## config.mk

```make
export PLATFORM = sky130hd
export DESIGN_NAME = ram_arbiter2
export DESIGN_NICKNAME = d
export VERILOG_FILES = /design/src/rtl/ram_arbiter2_pkg.sv /design/src/rtl/ram_arbiter2.sv
export SDC_FILE = /design/constraint.sdc
export NUM_CORES = 1
export LEC_CHECK = 0
export BUFFER_PORTS_ARGS = -buffer_cell sky130_fd_sc_hd__buf_4
export CAP_MARGIN = 10
export CORE_MARGIN = 8
export CORE_UTILIZATION = 40
export CTS_BUF_LIST = sky130_fd_sc_hd__clkbuf_4 sky130_fd_sc_hd__clkbuf_8
export CTS_CLUSTER_SIZE = 24
export DETAILED_ROUTE_END_ITERATION = 10
export PLACE_DENSITY = 0.73
export SYNTH_ARGS = -nofsm -noshare
export SYNTH_HDL_FRONTEND = slang
export SYNTH_SLANG_ARGS = --single-unit
export TNS_END_PERCENT = 20
```

## constraint.sdc

```tcl
create_clock -name i_clk -period 5.9 [get_ports i_clk]
set_clock_uncertainty 0.05 [all_clocks]
set_input_delay 0.59 -clock i_clk [delete_from_list [all_inputs] [get_ports i_clk]]
set_output_delay 0.59 -clock i_clk [all_outputs]
set_load 0.03 [all_outputs]
```

## src/rtl/ram_arbiter2_pkg.sv

```systemverilog
// Shared definitions for the two-port BRAM arbiter.
//   state_t  : access sequencer states (2'd3 is unused and decodes to IDLE)
//   PORT_A/B : port index values used for the winner and last-owner flags
//   port_gnt : one-hot {B,A} grant vector for a port index
package ram_arbiter2_pkg;

  typedef enum logic [1:0] {
    ST_IDLE   = 2'd0,
    ST_ACCESS = 2'd1,
    ST_ACK    = 2'd2
  } state_t;

  localparam logic PORT_A = 1'b0;
  localparam logic PORT_B = 1'b1;

  function automatic logic [1:0] port_gnt(input logic port);
    return (port == PORT_B) ? 2'b10 : 2'b01;
  endfunction

endpackage

```

## src/rtl/ram_arbiter2.sv

```systemverilog
// Two-port access controller for the byte-enabled 32-bit BRAM.
// Port A (CPU data) and port B (loader/debug) share one RAM port through a
// req/ack handshake. The winning request is latched, the RAM is driven for
// one cycle, then ack is pulsed together with registered read data.
//
// Ports:
//   i_clk, i_rst            clock, asynchronous active-high reset
//   i_a_* / o_a_*           port A: req, wr, be, addr, wdata in; rdata, ack out
//   i_b_* / o_b_*           port B: same as port A
//   o_ram_*                 RAM en/wr/be/addr/wdata (registered, 0 outside ACCESS)
//   i_ram_rdata             RAM read data, valid at the end of the ACCESS cycle
//   o_gnt                   one-hot current owner {B,A}, 00 when idle
//
// state  | meaning
// IDLE   | waiting for a request; arbitrate and latch winner fields
// ACCESS | RAM enabled with latched fields; read data captured at exit
// ACK    | winner's ack high for one cycle; last owner updated
module ram_arbiter2
  import ram_arbiter2_pkg::*;
#(
  parameter int num_kbytes  = 128,
  parameter bit round_robin = 1'b1,
  localparam int AW = $clog2(num_kbytes * 1024)
) (
  input  logic          i_clk,
  input  logic          i_rst,
  input  logic          i_a_req,
  input  logic          i_a_wr,
  input  logic          i_a_be,
  input  logic [AW-1:0] i_a_addr,
  input  logic [31:0]   i_a_wdata,
  output logic [31:0]   o_a_rdata,
  output logic          o_a_ack,
  input  logic          i_b_req,
  input  logic          i_b_wr,
  input  logic          i_b_be,
  input  logic [AW-1:0] i_b_addr,
  input  logic [31:0]   i_b_wdata,
  output logic [31:0]   o_b_rdata,
  output logic          o_b_ack,
  output logic          o_ram_en,
  output logic          o_ram_wr,
  output logic          o_ram_be,
  output logic [AW-1:0] o_ram_addr,
  output logic [31:0]   o_ram_wdata,
  input  logic [31:0]   i_ram_rdata,
  output logic [1:0]    o_gnt
);

  state_t        r_state,     w_state_nxt;
  logic          r_winner,    w_winner_nxt;
  logic          r_last,      w_last_nxt;
  logic [1:0]    r_gnt,       w_gnt_nxt;
  logic          r_ram_en,    w_ram_en_nxt;
  logic          r_ram_wr,    w_ram_wr_nxt;
  logic          r_ram_be,    w_ram_be_nxt;
  logic [AW-1:0] r_ram_addr,  w_ram_addr_nxt;
  logic [31:0]   r_ram_wdata, w_ram_wdata_nxt;
  logic          r_a_ack,     w_a_ack_nxt;
  logic          r_b_ack,     w_b_ack_nxt;
  logic [31:0]   r_a_rdata,   w_a_rdata_nxt;
  logic [31:0]   r_b_rdata,   w_b_rdata_nxt;

  logic w_arb_valid;
  logic w_arb_win;

  rr_arb2 u_arb (
    .i_a_req       (i_a_req),
    .i_b_req       (i_b_req),
    .i_last        (r_last),
    .i_round_robin (round_robin),
    .o_valid       (w_arb_valid),
    .o_win         (w_arb_win)
  );

  always_comb begin
    w_state_nxt     = r_state;
    w_winner_nxt    = r_winner;
    w_last_nxt      = r_last;
    w_gnt_nxt       = r_gnt;
    w_ram_en_nxt    = 1'b0;
    w_ram_wr_nxt    = 1'b0;
    w_ram_be_nxt    = 1'b0;
    w_ram_addr_nxt  = '0;
    w_ram_wdata_nxt = '0;
    w_a_ack_nxt     = 1'b0;
    w_b_ack_nxt     = 1'b0;
    w_a_rdata_nxt   = r_a_rdata;
    w_b_rdata_nxt   = r_b_rdata;

    case (r_state)
      ST_IDLE: begin
        w_gnt_nxt = 2'b00;
        if (w_arb_valid) begin
          w_state_nxt  = ST_ACCESS;
          w_winner_nxt = w_arb_win;
          w_gnt_nxt    = port_gnt(w_arb_win);
          w_ram_en_nxt = 1'b1;
          if (w_arb_win == PORT_B) begin
            w_ram_wr_nxt    = i_b_wr;
            w_ram_be_nxt    = i_b_be;
            w_ram_addr_nxt  = i_b_addr;
            w_ram_wdata_nxt = i_b_wdata;
          end else begin
            w_ram_wr_nxt    = i_a_wr;
            w_ram_be_nxt    = i_a_be;
            w_ram_addr_nxt  = i_a_addr;
            w_ram_wdata_nxt = i_a_wdata;
          end
        end
      end
      ST_ACCESS: begin
        // RAM runs on the falling edge, so its read data is settled here.
        // Writes leave the requester's rdata untouched.
        w_state_nxt = ST_ACK;
        if (r_winner == PORT_B) begin
          w_b_ack_nxt = 1'b1;
          if (!r_ram_wr) w_b_rdata_nxt = i_ram_rdata;
        end else begin
          w_a_ack_nxt = 1'b1;
          if (!r_ram_wr) w_a_rdata_nxt = i_ram_rdata;
        end
      end
      ST_ACK: begin
        w_state_nxt = ST_IDLE;
        w_last_nxt  = r_winner;
        w_gnt_nxt   = 2'b00;
      end
      default: begin
        w_state_nxt = ST_IDLE;
        w_gnt_nxt   = 2'b00;
      end
    endcase
  end

  always_ff @(posedge i_clk or posedge i_rst) begin
    if (i_rst) begin
      r_state     <= ST_IDLE;
      r_winner    <= PORT_A;
      r_last      <= PORT_B;
      r_gnt       <= 2'b00;
      r_ram_en    <= 1'b0;
      r_ram_wr    <= 1'b0;
      r_ram_be    <= 1'b0;
      r_ram_addr  <= '0;
      r_ram_wdata <= '0;
      r_a_ack     <= 1'b0;
      r_b_ack     <= 1'b0;
      r_a_rdata   <= '0;
      r_b_rdata   <= '0;
    end else begin
      r_state     <= w_state_nxt;
      r_winner    <= w_winner_nxt;
      r_last      <= w_last_nxt;
      r_gnt       <= w_gnt_nxt;
      r_ram_en    <= w_ram_en_nxt;
      r_ram_wr    <= w_ram_wr_nxt;
      r_ram_be    <= w_ram_be_nxt;
      r_ram_addr  <= w_ram_addr_nxt;
      r_ram_wdata <= w_ram_wdata_nxt;
      r_a_ack     <= w_a_ack_nxt;
      r_b_ack     <= w_b_ack_nxt;
      r_a_rdata   <= w_a_rdata_nxt;
      r_b_rdata   <= w_b_rdata_nxt;
    end
  end

  assign o_a_rdata   = r_a_rdata;
  assign o_a_ack     = r_a_ack;
  assign o_b_rdata   = r_b_rdata;
  assign o_b_ack     = r_b_ack;
  assign o_ram_en    = r_ram_en;
  assign o_ram_wr    = r_ram_wr;
  assign o_ram_be    = r_ram_be;
  assign o_ram_addr  = r_ram_addr;
  assign o_ram_wdata = r_ram_wdata;
  assign o_gnt       = r_gnt;

endmodule

// Combinational two-way winner select.
//   i_a_req, i_b_req : pending requests
//   i_last           : port index of the previous owner
//   i_round_robin    : 1 = alternate on contention, 0 = port A fixed priority
//   o_valid          : at least one request pending
//   o_win            : winning port index (meaningful when o_valid)
module rr_arb2
  import ram_arbiter2_pkg::*;
(
  input  logic i_a_req,
  input  logic i_b_req,
  input  logic i_last,
  input  logic i_round_robin,
  output logic o_valid,
  output logic o_win
);

  assign o_valid = i_a_req | i_b_req;

  always_comb begin
    o_win = PORT_A;
    if (i_a_req && i_b_req) begin
      o_win = (i_round_robin && (i_last == PORT_A)) ? PORT_B : PORT_A;
    end else if (i_b_req) begin
      o_win = PORT_B;
    end
  end

endmodule

```

==> flow_summary.json <==
{
  "grt_pass1_wl_um": 21960,
  "syn_inst": 383,
  "io_pins": 258,
  "synth_area_leaders": "dfrtp_1, mux2_2, nand2_1",
  "area_delta_synth_final_pct": 52.29,
  "worstPathCellList": "a21bo_2, nand2_1, a21oi_1",
  "setup_violations": 0,
  "grt_max_degree": 64,
  "grtUsageTotal": 0.1757,
  "viasPerCell": 4.724,
  "leakagePower_nw": 3.658,
  "synth.most_common_cell": "dfrtp_1",
  "ys_seq_area_frac": 0.6558,
  "cts_buffers": 17,
  "vdd_ir_drop_max_mv": 0.3958,
  "dieWidth_um": 124.8,
  "synthArstFlopShare": 1.000,
  "cts_setup_buffers": 0,
  "worst_pin_slew_ps": 977.8,
  "synth_area_per_cell_sq_um": 12.36,
  "dr_total_vias": 3770,
  "grt.overflow.total": 0,
  "status": "finished clean",
  "netlist_area_sq_um": 4733,
  "first_pass_iters": 4,
  "required_ps": 6170,
  "rsz0062_at_grt": "false",
  "reg2reg_depth": 3,
  "dp_hpwl_um": 10770,
  "setup-tns-final_ps": 0,
  "cts_tree": "yes",
  "hold_viol": 0,
  "synth.distinct_cells": 23,
  "antenna_found_initial": 0,
  "crit_cells": 3,
  "path_class": "reg -> reg",
  "slowest_stage": "a21bo_2",
  "drive_above_1_share": 0.5573,
  "worstHoldPathType": "in -> async",
  "clk_latency_ps": 400,
  "drv_cap": 0,
  "cp_slowest_stage_delay_ps": 800,
  "clock_path_buffers": 2,
  "critPathMaxFanout": 51,
  "final_cell_area_sq_um": 7208,
  "fp.dieArea_sq_um": 15570,
  "fin_nets": 780,
  "cp-end-kind": "flop",
  "synth_nets": 521,
  "cts-resized-gates": 0,
  "start_kind": "flop",
  "synth_top_area_frac": 0.6503,
  "clkTransAtPathRegs_ps": 80,
  "port-buffer-count": 257,
  "floorplan.initialDensity": 0.4128,
  "synth_ff_type": "dfrtp_1",
  "clkSinkCount": 124,
  "ys_warn_count": 0,
  "coreArea_sq_um": 11470,
  "ant_nets": 0,
  "finalWirelength_um": 13960,
  "gp_congestion": 0.7831,
  "synth_enable_flop_cells": 0,
  "finalCritPeriodShare": 0.3177,
  "grt_pass1_vias": 4127,
  "maxSlewHeadroom": 0.3481,
  "yosysTopAreaCell": "dfrtp_1",
  "slew_violations": 0,
  "ys_seq_elements": 124,
  "cp_num_buf_inv": 0,
  "post-route-drc-count": 0,
  "first_iter_violations": 228,
  "cts-root-buf": "clkbuf_8",
  "place_area_sq_um": 6783,
  "path_delay_family": "compound AO/OA/AOI/OAI gates",
  "arrival_ps": 2140,
  "max_freq_ghz": 0.5335,
  "layout_min_cycle_time_ps": 1875,
  "fp.dieH_um": 124.8,
  "diodes": 0,
  "rows": 39,
  "p_per_area_nw_per_um2": 576.5,
  "synth_commonest_cells": "dfrtp_1, nand2_1, mux2_2",
  "htreeDepth": 4,
  "postCtsHoldBufs": 0,
  "wire_per_inst_um": 17.49
}
## final timing paths
check | to | slack [ps] | startpoint
max | o_ram_wdata[3] | 4030 | r_last
min | o_ram_wdata[0] | 270 | i_rst
max reg2reg | o_ram_wdata[3] | 4030 | r_last
min reg2reg | o_gnt[0] | 430 | o_gnt[0]
max in group asynchronous | o_b_rdata[30] | 4290 | i_rst
min in group i_clk | o_a_rdata[29] | 370 | i_ram_rdata[29]
## report_power, final
part           total (W)  leakage, nW  switching [W]  internal [W]
Clock           0.000772        0.201       0.000329      0.000442
Combinational    0.00199         1.91        0.00119      0.000804
Sequential       0.00139         1.55       0.000186       0.00120
## registers in the layout, indices dropped and copies added, names as in the netlist, 2 cells and up
register	count
o_gnt	2
o_b_rdata	32
o_a_rdata	32
r_state	2
o_ram_addr	17
o_ram_wdata	32
## layout by cell type, fill, tap and decap left out
master / count
a21bo_2: 1
a21boi_4: 1
a21oi_1: 51
a22o_1: 1
and2_1: 1
buf_4: 262
bufinv_16: 3
clkbuf_8: 19
clkinv_2: 2
clkinv_4: 1
clkinvlp_4: 5
dfrtp_1: 123
dfstp_2: 1
inv_1: 3
inv_4: 1
inv_6: 2
mux2_1: 2
mux2_2: 63
mux2i_1: 1
nand2_1: 103
nand2b_4: 1
nor2_1: 3
nor2b_1: 1
nor3_4: 1
nor3b_4: 1
o21ai_0: 1
o21ai_4: 1
## worst reg2reg max path: stages, from the launching register on
cell     delay [ps]
dfstp_2         580
a21bo_2         800
nand2_1         140
a21oi_1         230
## metrics by stage
stage / cells / util / hold slack, ps / worst slack, ps / total power, W
finish: 798 / 0.6286 / 273.8 / 4025 / 0.004156
global route: 798 / 0.6286 / 323.1 / 3870 / 0.004377
floorplan: 383 / - / 391.5 / 1962 / 0.002616
detailed placement: 766 / 0.5915 / 416.5 / 3756 / 0.003432
CTS: 798 / 0.6286 / 279.5 / 4002 / 0.004216
global placement: 766 / 0.5915 / 421.8 / 3805 / 0.003390
## kinds of logic (layout without fill, tap and decap cells)
family / after synthesis / after routing / share of synthesized area
simple gates: 111 / 111 / 0.09701
compound gates: 56 / 56 / 0.06238
mux: 66 / 66 / 0.1568
buf+inv: 26 / 298 / 0.02802
flops: 124 / 124 / 0.6558
## metal layers
| metal | vias to the layer above | global-route usage | routed length, um |
|---|---|---|---|
| met5 | - | 0 | 0 |
| met3 | 10 | 0.09745 | 1654 |
| met1 | 1776 | 0.1963 | 5454 |
| met4 | 0 | 0.04536 | 142 |
| li1 | 1790 | - | - |
| met2 | 194 | 0.2843 | 6709 |
## layout make-up
cell class              count  area [sq um]
inverters                   4         17.52
well taps                 143         178.9
repair buffers            262          1967
multi-input cells         233          1515
clock buffers              19         261.5
flip-flops and latches    124          3104
clock inverters            13         163.9
fillers                   930          4259
(Power assumes the default switching activity.)
